===== src/rtl/iter_muldiv_unit.sv =====
//-----------------------------------------------------------------------------
// iter_muldiv_unit
//
// Multi-cycle multiply/divide execution unit for the LEGv8 datapath. Operands
// arrive from the register file buses. One iteration runs per clock: a
// shift-add step for MUL/UMULH or a restoring-divide step for UDIV/SDIV.
// Every operation takes exactly WIDTH cycles. The write-back value, the
// destination tag and the write strobe then drive BusW/RW/RegWr.
//
// Ports:
//   Clk      - system clock, all state changes on posedge
//   Reset    - asynchronous active-high reset
//   Start    - request, sampled only in IDLE or FINISH
//   Op       - 00 MUL, 01 UMULH, 10 UDIV, 11 SDIV
//   OpA      - multiplicand / dividend (BusA)
//   OpB      - multiplier / divisor (BusB)
//   RdIn     - destination register tag
//   Busy     - high while an operation is iterating
//   Done     - one-cycle completion pulse
//   Result   - completed result, held until the next completion
//   RdOut    - tag of the completed operation
//   RegWrOut - register-file write strobe (same as Done)
//-----------------------------------------------------------------------------
module iter_muldiv_unit #(
  parameter int WIDTH = 64,
  parameter int CW    = 7
) (
  input  logic             Clk,
  input  logic             Reset,
  input  logic             Start,
  input  logic [1:0]       Op,
  input  logic [WIDTH-1:0] OpA,
  input  logic [WIDTH-1:0] OpB,
  input  logic [4:0]       RdIn,
  output logic             Busy,
  output logic             Done,
  output logic [WIDTH-1:0] Result,
  output logic [4:0]       RdOut,
  output logic             RegWrOut
);

  typedef enum logic [1:0] {IDLE, RUN, FINISH} state_t;

  localparam logic [1:0]    OpMul   = 2'b00;
  localparam logic [1:0]    OpUmulh = 2'b01;
  localparam logic [1:0]    OpUdiv  = 2'b10;
  localparam logic [CW-1:0] LastCnt = CW'(WIDTH - 1);

  state_t           state_q;
  logic [CW-1:0]    cnt_q;
  logic [1:0]       op_q;
  logic [4:0]       rd_q;
  logic [WIDTH-1:0] accHi_q;
  logic [WIDTH-1:0] accLo_q;
  logic [WIDTH-1:0] opnd_q;
  logic             negate_q;
  logic             divZero_q;
  logic             busy_q;
  logic             done_q;
  logic [WIDTH-1:0] result_q;
  logic [4:0]       rdOut_q;

  logic [WIDTH-1:0] loadHi_d, loadLo_d, loadOpnd_d;
  logic             loadNeg_d, loadDz_d;
  logic [WIDTH-1:0] absA, absB;
  logic [WIDTH:0]   mulSum, remSh, divDiff;
  logic [WIDTH-1:0] accHi_d, accLo_d, final_d;

  // The operands are prepared at accept. For a multiply, the multiplier sits
  // in the low accumulator so its LSB can be examined each step. For a
  // divide, the dividend sits in the low accumulator and shifts out MSB
  // first. SDIV works on magnitudes, and the sign is fixed up at the end.
  always_comb begin
    absA       = (Op == 2'b11 && OpA[WIDTH-1]) ? -OpA : OpA;
    absB       = (Op == 2'b11 && OpB[WIDTH-1]) ? -OpB : OpB;
    loadHi_d   = '0;
    loadLo_d   = OpB;
    loadOpnd_d = OpA;
    loadNeg_d  = 1'b0;
    loadDz_d   = 1'b0;
    if (Op[1]) begin
      loadLo_d   = absA;
      loadOpnd_d = absB;
      loadNeg_d  = (Op == 2'b11) && (OpA[WIDTH-1] ^ OpB[WIDTH-1]);
      loadDz_d   = (OpB == '0);
    end
  end

  // One iteration step. Multiply adds the multiplicand under the current
  // multiplier bit, then shifts the double-width product right. Divide
  // shifts the next dividend bit into the partial remainder and keeps the
  // difference only when it does not go negative.
  always_comb begin
    mulSum  = {1'b0, accHi_q} + (accLo_q[0] ? {1'b0, opnd_q} : '0);
    remSh   = {accHi_q, accLo_q[WIDTH-1]};
    divDiff = remSh - {1'b0, opnd_q};
    accHi_d = mulSum[WIDTH:1];
    accLo_d = {mulSum[0], accLo_q[WIDTH-1:1]};
    if (op_q[1]) begin
      accHi_d = divDiff[WIDTH] ? remSh[WIDTH-1:0] : divDiff[WIDTH-1:0];
      accLo_d = {accLo_q[WIDTH-2:0], ~divDiff[WIDTH]};
    end
    case (op_q)
      OpMul:   final_d = accLo_d;
      OpUmulh: final_d = accHi_d;
      OpUdiv:  final_d = divZero_q ? '0 : accLo_d;
      default: final_d = divZero_q ? '0 : (negate_q ? -accLo_d : accLo_d);
    endcase
  end

  // Control FSM and datapath registers. The last iteration lands on the
  // WIDTH-th edge after accept. The result is captured from the step values
  // of that same edge, so the latency is exactly WIDTH cycles.
  always_ff @(posedge Clk or posedge Reset) begin
    if (Reset) begin
      state_q   <= IDLE;
      cnt_q     <= '0;
      op_q      <= '0;
      rd_q      <= '0;
      accHi_q   <= '0;
      accLo_q   <= '0;
      opnd_q    <= '0;
      negate_q  <= 1'b0;
      divZero_q <= 1'b0;
      busy_q    <= 1'b0;
      done_q    <= 1'b0;
      result_q  <= '0;
      rdOut_q   <= '0;
    end else begin
      done_q <= 1'b0;
      case (state_q)
        RUN: begin
          accHi_q <= accHi_d;
          accLo_q <= accLo_d;
          cnt_q   <= cnt_q + CW'(1);
          if (cnt_q == LastCnt) begin
            state_q  <= FINISH;
            busy_q   <= 1'b0;
            done_q   <= 1'b1;
            result_q <= final_d;
            rdOut_q  <= rd_q;
          end
        end
        default: begin
          if (Start) begin
            state_q   <= RUN;
            cnt_q     <= '0;
            op_q      <= Op;
            rd_q      <= RdIn;
            accHi_q   <= loadHi_d;
            accLo_q   <= loadLo_d;
            opnd_q    <= loadOpnd_d;
            negate_q  <= loadNeg_d;
            divZero_q <= loadDz_d;
            busy_q    <= 1'b1;
          end else begin
            state_q <= IDLE;
          end
        end
      endcase
    end
  end

  assign Busy     = busy_q;
  assign Done     = done_q;
  assign RegWrOut = done_q;
  assign Result   = result_q;
  assign RdOut    = rdOut_q;

endmodule

===== config.mk =====
export PLATFORM = sky130hd
export DESIGN_NAME = iter_muldiv_unit
export DESIGN_NICKNAME = d
export VERILOG_FILES = /design/src/rtl/iter_muldiv_unit.sv
export SDC_FILE = /design/constraint.sdc
export NUM_CORES = 1
export LEC_CHECK = 0
export BUFFER_PORTS_ARGS = -buffer_cell sky130_fd_sc_hd__buf_4
export CAP_MARGIN = 20
export CELL_PAD_IN_SITES_DETAIL_PLACEMENT = 1
export CELL_PAD_IN_SITES_GLOBAL_PLACEMENT = 1
export CORE_ASPECT_RATIO = 0.75
export CORE_MARGIN = 2
export CORE_UTILIZATION = 42
export DETAILED_ROUTE_END_ITERATION = 8
export MAX_ROUTING_LAYER = met4
export PLACE_DENSITY_LB_ADDON = 0.2
export SYNTH_ARGS = -nofsm -noshare
export SYNTH_HDL_FRONTEND = slang
export SYNTH_SLANG_ARGS = --single-unit

===== constraint.sdc =====
create_clock -name Clk -period 8.35 [get_ports Clk]
set_clock_uncertainty 0.05 [all_clocks]
set_input_delay 1.2525 -clock Clk [delete_from_list [all_inputs] [get_ports Clk]]
set_output_delay 1.2525 -clock Clk [all_outputs]
set_load 0.01 [all_outputs]

After elaboration in Yosys (flattened, before gate mapping):

Index checks and enable logic that the tools add are counted.

* output and inout bits: 72
* bits of input ports: 138
* register bits: 281

* bitwise gates (word level): 3
* eq/ne operators: 6
* reductions and logical operators: 9
* add/subtract/negate cells: 6
* muxes and demuxes: 28

Operator list (number)
* $mux 64: 15
* $neg 64->64: 3
* $pmux 64 s3: 1
* $add 64x64->65: 1
* $sub 65x64->65: 1
* $logic_not 64->1: 1
* $mux 7: 2
* $mux 1: 8
* $add 7x1->7 const B: 1
* $eq 7x6->1 const B: 1
* $reduce_and 2->1: 3
* $eq 2x1->1 const B: 2
* $eq 2x2->1 const B: 2
* $mux 2: 2
* $logic_and 1x1->1: 3
* $logic_not 2->1: 1
* $ne 2x2->1 const B: 1
* $not 1->1: 2
* $reduce_bool 2->1: 1
* $xor 1x1->1: 1

Depth between registers and ports, before layout:

Gate-level depths: netlist of run 1.

* depth after elaboration: 7
* mapped depth: 22
* gate-level depth less buffers: 22

Least setup slack after synthesis of run 1:

Ideal clock, no wire load.

* path type: reg2reg
* from: reg op_q[1]
* to: reg result_q[56] (netlist: Result[56])
* buffers on the path: 8
* arrival: 4.876 ns
* period minus slack after synthesis: 5.052 ns
* setup time: 0.126 ns
* cell stages (with the launch flop): 21
* slack: 3.298 ns
* cell sequence: dfrtp_1 > buf_2 > buf_2 > buf_2 > buf_2 > buf_2 > buf_2 > clkbuf_1 > clkbuf_1 > mux2i_1 > ha_1 > o211ai_1 > nor2_1 > nand2_1 > nor4_2 > and2_1 > nand2_1 > o311ai_0 > o41ai_1 > a221oi_1 > nor2_1

* cells in the longest elaborated chain, start to end: 5
* elaborated cells between the ends (all ways): 10
* classes of those cells: 1 x add/sub; 2 x eq/ne; 6 x mux; 1 x reduce/logical

Ends and longest elaborated chain
* start: declaration: line 51 `logic [1:0] op_q;`
* start signal: assignment: line 148 `op_q <= Op;`
* $mux 64: line 99 `if (op_q[1]) begin`
* $neg 64->64: line 107 `default: final_d = divZero_q ? '0 : (negate_q ? -accLo_d : accLo_d);`
* $mux 64 (2 in series): line 107
* $pmux 64 s3 *: line 103 `case (op_q)`
* end signal: assignment: line 140 `result_q <= final_d;`
* end: declaration: line 60 `logic [WIDTH-1:0] result_q;`

Mark *: on every way between the ends. The rest lies on a longest branch, timed or not.
A chain may end at the register's enable or synchronous reset.

Worst setup path in the final report of run 1:

* from: reg accLo_q[63]
* to: reg result_q[62] (netlist: Result[62])

* cells in the longest elaborated chain, start to end: 7
* elaborated cells between the ends (all ways): 10
* classes of those cells: 2 x add/sub; 7 x mux; 1 x bitwise

Ends and longest elaborated chain
* start: declaration: line 54 `logic [WIDTH-1:0] accLo_q;`
* start signal: assignment: line 134 `accLo_q <= accLo_d;`
* start signal: assignment: line 151 `accLo_q <= loadLo_d;`
* $sub 65x64->65: line 96 `divDiff = remSh - {1'b0, opnd_q};`
* $not 1->1: line 101 `accLo_d = {accLo_q[WIDTH-2:0], ~divDiff[WIDTH]};`
* $mux 64: line 99
* $neg 64->64: line 107
* $mux 64 (2 in series): line 107
* $pmux 64 s3 *: line 103

Marked as above.

==> out/summary.md, run 1 <==
The run gives 0 as the max capacitance violation total. At the pin with the least slew margin, the transition time is 1250 ps. Cells fill 47.5% of the core in the end. For this run, the leading register cell type out of synthesis is sky130_fd_sc_hd__dfrtp_1.

For this run, the total global-route usage over all layers was measured as 37.5%. CTS saw 281 sinks. The floorplan step defined a core boundary enclosing 65,200 sq um.

TritonCTS built the clock tree. The flow ran to the end, and the final reports show no timing, DRC or antenna violations. The pre-antenna-repair detailed-routing pass consisted of 8 iterations. For this run, the top clock speed supported by timing is 161 MHz.

The routed design has 126,000 um of wire. Setup repair after global routing left no endpoint under its margin. The worst setup path is launched from a flip-flop. After legalization and detailed placement, the total HPWL measured 96,400 um. The critical path's top delay family was compound AO/OA/AOI/OAI gates. The post-route netlist has 10.1% of its cells at a drive strength greater than 1. The worst hold path depth is 2, and the number of register bits inferred by synthesis is 281. Counting both buffers and inverters, the worst setup path holds a total of 3. The number of placement rows came out at 81.

The run gives 0.995 as the final estimated routing congestion in global placement. For the maximum buffer depth of the clock tree, the log shows 3. For the relative max-transition margin, the log shows 16.1%. The clock root buffer master was sky130_fd_sc_hd__clkbuf_16. The clock transition at the register clock pins on the worst setup and hold paths after CTS works out to 60 ps. In the routed layout, each cell is associated on average with a via count of 6.49. The post-detailed-route DRC marker count is 0. Counting buffers and inverters, the worst setup path is 23 cells deep. After clock tree synthesis, the setup repair step added 0 buffers.

Data arrives at the worst endpoint at 6570 ps. The part of the Yosys area used for sequential elements is 25.4%, and the ratio of final minimum period to clock period is 74.4%. Walking the worst path, the cells encountered are inv_1, ha_1, inv_1, fa_1, a211o_1, o211ai_1, a21oi_1, a21o_1, o211ai_1, a21oi_1, nor2_1, ha_1, o211ai_1, nor2_1, nand2_1, nor4_2, buf_4, and2_1, nand2_1, o21ai_0, xor2_1, a222oi_1, a21oi_1. The final number of hold-violating endpoints came out at 0.

The post-synthesis async set-or-reset flop share was 100%. Count of synthesis-stage warnings from yosys: 0. The setup path with the least slack is of type reg2reg.

The violation count after the first detailed-route iteration is 3,301, and the number of nets in the finished design is 3,993. The source-to-sink clock delay at the later pin of the worst-skew pair came out at 580 ps. The initial utilization of the core area, before any placement, comes to 42.5%.

The number of routed nets with antenna violations is 0, and the average detailed-routed wire length per instance is 27.2 um. The number of filler cells placed in the layout is 8,064. The overall die width was 300 um. The worst register-to-register path has a depth of 23. The run gives 0 ps as the final total negative setup slack.

The run gives 9 as the initial antenna violation count. The total congestion overflow was 0; the total standard cell area after synthesis was 27,700 sq um. Buffers placed on the I/O ports in this run total 209. In this run the worst path has a maximum fanout of 9. The number of nets in the synthesized netlist is 3,964. The floorplan step set the die height to 226 um. Counting flops with a built-in enable in the synthesized netlist gives 0. The most common library cell in the layout ignoring fill and taps was sky130_fd_sc_hd__nand2_1. The final route contains 30,000 vias. The maximum number of pins on one net before global-route repair is 149, and the total I/O pin count is 210. The cell with the largest stage delay on the worst path is sky130_fd_sc_hd__o211ai_1.

STA puts the critical path data required time at 8710 ps. The unique cell type count in the Yosys netlist is 90. Counting the buffers created by CTS gives 36. The final-layout worst hold slack came out at 427 ps. The type of the tightest min-delay check is reg2reg.

The logs give 0 for the max-slew violation count and 2 for the number of levels the H-tree was split into. The area growth from synthesis to layout is 11.9%. The time the worst path needs with I/O delays and setup is 6210 ps.

The first global-routing pass estimated 187,000 um of wire. In the layout the commonest cells are sky130_fd_sc_hd__nand2_1 (433), sky130_fd_sc_hd__o21ai_0 (367), sky130_fd_sc_hd__a21oi_1 (300). After clock tree synthesis, the repair step resized 0 gates. Hold repair after CTS inserted 0 buffers. Via count of the first global-routing pass: 28,300.

The worst setup path is captured at a flip-flop. The average instance in the mapped netlist occupies 7.50 sq um. The count of endpoints failing setup in the final report came out at 0. In this design, the stage delay of the slowest critical-path cell is 530 ps. The post-synthesis instance total is 3,692, and the reg-to-reg setup timing slack is 2140 ps. The die covers 68,000 sq um.
synth_stat cells (all sizes together) (12+ instances only):
master / n / share of area [%]
nand2: 434 / 5.9
a21oi: 300 / 5.4
a222oi: 12 / 0.43
o31ai: 41 / 1.1
nand3b: 17 / 0.46
nand2b: 21 / 0.47
a31oi: 54 / 1.2
or3: 44 / 0.99
clkbuf: 234 / 3.2
and3: 22 / 0.50
a22oi: 14 / 0.38
nor3: 75 / 1.4
nand4: 32 / 0.72
a221oi: 23 / 0.73
inv: 127 / 1.7
and2: 76 / 1.7
o21a: 37 / 1.0
o21ai: 367 / 6.6
dfrtp: 281 / 25
a22o: 12 / 0.38
nand3: 98 / 1.8
mux2: 24 / 0.98
a211oi: 91 / 2.5
o21bai: 19 / 0.52
nor2: 294 / 4.0
nor4: 32 / 0.80
o211ai: 96 / 2.6
o221ai: 31 / 0.98
or4: 18 / 0.49
ha: 132 / 6.0
xor2: 120 / 3.8
xnor2: 147 / 4.7
nor2b: 14 / 0.32
buf: 32 / 0.48
o41ai: 15 / 0.50
nor3b: 13 / 0.35
mux2i: 88 / 3.2
a21o: 66 / 1.8
worst paths after layout:
check,start,end
min in group asynchronous,Reset,accHi_q[11]
max in group asynchronous,Reset,op_q[1]
min,rd_q[1],rd_q[1]
min reg2reg,rd_q[1],rd_q[1]
max,accLo_q[63],Result[62]
max reg2reg,accLo_q[63],Result[62]
stage by stage:
step	area, sq um	setup slack (ps)	instances
floorplan	27700	3300	3692
global placement	29700	2470	4550
detailed placement	29700	2270	4550
CTS	30900	2250	4615
global route	31000	1750	4620
finish	31000	2140	4622
logic make-up after synthesis:
kind of cell / after synthesis / share of synthesized area, %
multiplexers: 112 / 4.16
XOR/XNOR: 267 / 8.45
AO/OA/AOI/OAI: 1290 / 29.8
buffers and inverters: 394 / 5.40
AND/OR/NAND/NOR: 1214 / 20.7
adder cells (fa/ha/maj): 134 / 6.11
flip-flops: 281 / 25.4
worst register-to-register path: cells and delay by family (launching register included):
family / cells / cell delay, ps
AND/OR/NAND/NOR: 6 / 1360
buffers and inverters: 3 / 410
adder cells (fa/ha/maj): 3 / 870
flip-flops: 1 / 400
XOR/XNOR: 1 / 120
AO/OA/AOI/OAI: 10 / 2850
sequential cells by signal, indices dropped and copies added (netlist names):
name and flops:
opnd_q 64, Busy 1, RdOut 5, cnt_q 7, negate_q 1, state_q 2
rd_q 5, op_q 2, divZero_q 1, Result 64, accLo_q 64, accHi_q 64
Done 1
layout make-up:
class                      instances  area [sq um]  area share (%)
sequential                       281          7040            22.7
timing repair buffer             257          1940            6.27
antenna                            3          7.51          0.0242
tap                              871          1090            3.52
clock inverter                    13           153           0.493
inverter                         128           485            1.57
clock buffer                      52          1050            3.40
multi-input combinational       3017         19200            62.0
routing by layer:
layer / routed length [um] / share of wire (%) / vias up / global-route usage [%]
met2: 45500 / 36 / 1382 / 45.1
met4: 2610 / 2.1 / 0 / 7.92
met1: 59300 / 47 / 14900 / 55.5
met3: 18400 / 15 / 144 / 16.7
met5: 0 / 0 / - / -
li1: - / - / 13600 / -
Power of run 1 is not shown: default switching activity piles up to over one toggle a cycle in this logic, so the estimate is an artifact.
==> run 2, diff against run 1 <==
==> constraint.sdc (replaced) <==
create_clock -name Clk -period 5.3 [get_ports Clk]
set_clock_uncertainty 0.05 [all_clocks]
set_input_delay 0.795 -clock Clk [delete_from_list [all_inputs] [get_ports Clk]]
set_output_delay 0.795 -clock Clk [all_outputs]
set_load 0.01 [all_outputs]
==> out/summary.md, run 2 (same netlist as run 1, synthesis figures left out) <==
The flow ran to the end, and the final reports show no timing, DRC or antenna violations. The average detailed-routed wire length per instance works out to 27.7 um (was 27.2 um). The final total negative setup slack is 0 ps (unchanged). The maximum clock rate is 199 MHz (was 161 MHz). The data required time at the worst endpoint is 5700 ps (was 8710 ps).

The count of input and output buffers came out at 209 (unchanged). The area of the die was 68,000 sq um (unchanged). For the max-slew violation count, the log shows 0 (unchanged).

The clock root buffer master is sky130_fd_sc_hd__clkbuf_16 (unchanged). The number of levels the H-tree was split into is 2 (unchanged), and the placeable core region is 65,200 sq um (unchanged). The run gives 99,300 um (was 96,400 um) as the final HPWL from detailed placement. The logs give 30,300 (was 30,000) for the total via count after detailed routing and 0 (unchanged) for the post-detailed-route DRC marker count. The total congestion overflow was 0 (unchanged). For the total I/O pin count, the log shows 210 (unchanged). The number of CTS-inserted buffers was 36 (unchanged). Type of the tightest min-delay check: in2async (was reg2reg). The measured slew at the worst slew-check pin was 1190 ps (was 1250 ps); the clock transition at the register clock pins on the worst setup and hold paths after CTS was 60 ps (about the same). The overall die width is 300 um (unchanged). The total global routing track utilization came out at 38.4% (was 37.5%). The number of routed nets with antenna violations came out at 0 (unchanged). The maximum net fanout on the critical path is 5 (was 9). The ratio of final minimum period to clock period was 94.9% (was 74.4%). The critical path class was reg2reg (unchanged).

Maximum number of pins on one net before global-route repair: 133 (was 149). The number of placement rows was 81 (unchanged); the global-route wire length before repair was 191,000 um (was 187,000 um). The height of the chip works out to 226 um (unchanged). The max capacitance violation total is 0 (unchanged). The final standard cell count with taps included and fillers excluded is 4,680 (was 4,622), and the time the worst path needs with I/O delays and setup is 5030 ps (was 6210 ps).

The share of the core filled with cells in the final layout was 48.4% (was 47.5%). Reg-to-reg critical path startpoint: accLo_q[63] (unchanged). The violation count after the first detailed-route iteration is 3,466 (was 3,301). Share of post-route cells with drive strength above 1: 12.1% (was 10.1%). Number of vias per cell after detailed routing: 6.47 (was 6.49). Commonest cells after routing, fill and taps aside: sky130_fd_sc_hd__nand2_1 (433), sky130_fd_sc_hd__o21ai_0 (366), sky130_fd_sc_hd__buf_4 (308) (was sky130_fd_sc_hd__nand2_1 (433), sky130_fd_sc_hd__o21ai_0 (367), sky130_fd_sc_hd__a21oi_1 (300)). The final estimated routing congestion in global placement was 1.02 (was 0.995).

Most common library cell in the layout ignoring fill and taps: sky130_fd_sc_hd__nand2_1 (unchanged). Capturing element type of the critical path: a flip-flop (unchanged). TritonCTS built the clock tree. The nature of the critical path startpoint is a flip-flop (unchanged). The logs give 3 (unchanged) for the maximum buffer depth of the clock tree and 5430 ps (was 6570 ps) for the data arrival time of the critical path. The number of nets in the finished design was 4,056 (was 3,993); the total wire length was 129,000 um (was 126,000 um). The growth of design area from synthesis to finish is 14.0% (was 11.9%). The startpoint of the most critical setup path was accLo_q[63] (unchanged).

The final number of hold-violating endpoints was 0 (unchanged); the first-pass iteration count of the detailed router was 8 (unchanged). Count of endpoints failing setup in the final report: 0 (unchanged). The via count of the first global-routing pass came out at 28,600 (was 28,300). The relative max-transition margin was 20.1% (was 16.1%); the total placed cells including tap cells was 4,605 (was 4,550).

The run gives 7 (was 9) as the initial antenna violation count. The initial core utilization is 42.5% (unchanged). For the clock sink total, the log shows 281 (unchanged).

The source-to-sink clock delay at the later pin of the worst-skew pair was 580 ps (about the same).
## run 2: area by class of cell
class                   count  area, sq um
repair buffers            320         2480
well taps                 871         1090
inverters                 128          485
clock inverters            12         98.8
flip-flops and latches    281         7040
diodes                      3         7.51
fillers                  8096        33600
multi-input cells        3017        19300
clock buffers              48         1030
## run 2: critical path: stages (launching register included)
cell	delay, ps
sky130_fd_sc_hd__dfrtp_1	370
sky130_fd_sc_hd__inv_1	90
sky130_fd_sc_hd__ha_1	200
sky130_fd_sc_hd__inv_1	70
sky130_fd_sc_hd__fa_2	390
sky130_fd_sc_hd__a211o_1	280
sky130_fd_sc_hd__o211ai_1	140
sky130_fd_sc_hd__a21oi_2	150
sky130_fd_sc_hd__a21o_1	240
sky130_fd_sc_hd__o211ai_1	560
sky130_fd_sc_hd__buf_4	220
sky130_fd_sc_hd__o2111a_1	240
sky130_fd_sc_hd__nor2_2	70
sky130_fd_sc_hd__ha_2	190
sky130_fd_sc_hd__o211ai_1	120
sky130_fd_sc_hd__nor2_1	80
sky130_fd_sc_hd__nand2_1	140
sky130_fd_sc_hd__nor4_2	50
sky130_fd_sc_hd__buf_4	160
sky130_fd_sc_hd__and2_2	200
sky130_fd_sc_hd__nand2_1	130
sky130_fd_sc_hd__o21ai_0	130
sky130_fd_sc_hd__xor2_1	200
sky130_fd_sc_hd__a222oi_1	330
sky130_fd_sc_hd__a21oi_1	110
## run 2: path summary, 6_finish.rpt
kind | slack [ps] | depth (start not counted) | end
max | 270 | 24 | Result[62]
min | 230 | 2 | accHi_q[8]
max reg2reg | 270 | 24 | Result[62]
min reg2reg | 420 | 2 | RdOut[0]
max in group asynchronous | 3780 | 3 | Result[41]
min in group Clk | 350 | 3 | rd_q[1]
## run 2: repair_timing
| item | CTS | global route |
|---|---|---|
| hold buffers | 0 | 0 |
| setup buffers | 1 | 4 |
| hold endpoints to repair | 0 | 0 |
| gates resized for setup | 0 | 28 |
| endpoints found under the setup margin | 1 | 10 |
| pin swaps | 1 | 10 |
## run 2: stage by stage
stage / worst slack [ps] / hold WS [ps] / cell area, sq um
floorplan: 248 / 389 / 27700
global placement: 171 / 401 / 30200
CTS: 36.3 / 229 / 31300
global route: -32.1 / 254 / 31600
detailed placement: 14.8 / 407 / 30200
finish: 269 / 234 / 31600
## run 2: routing by layer
layer  vias up  wire length (um)  global-route usage, %
li1      13700                 -                      -
met3       135             17400                   14.9
met2      1424             48000                   47.2
met4         0              2610                   7.94
met1     15100             61500                   57.4
met5         -                 0                      -
Power of run 2 is left out for the same reason.
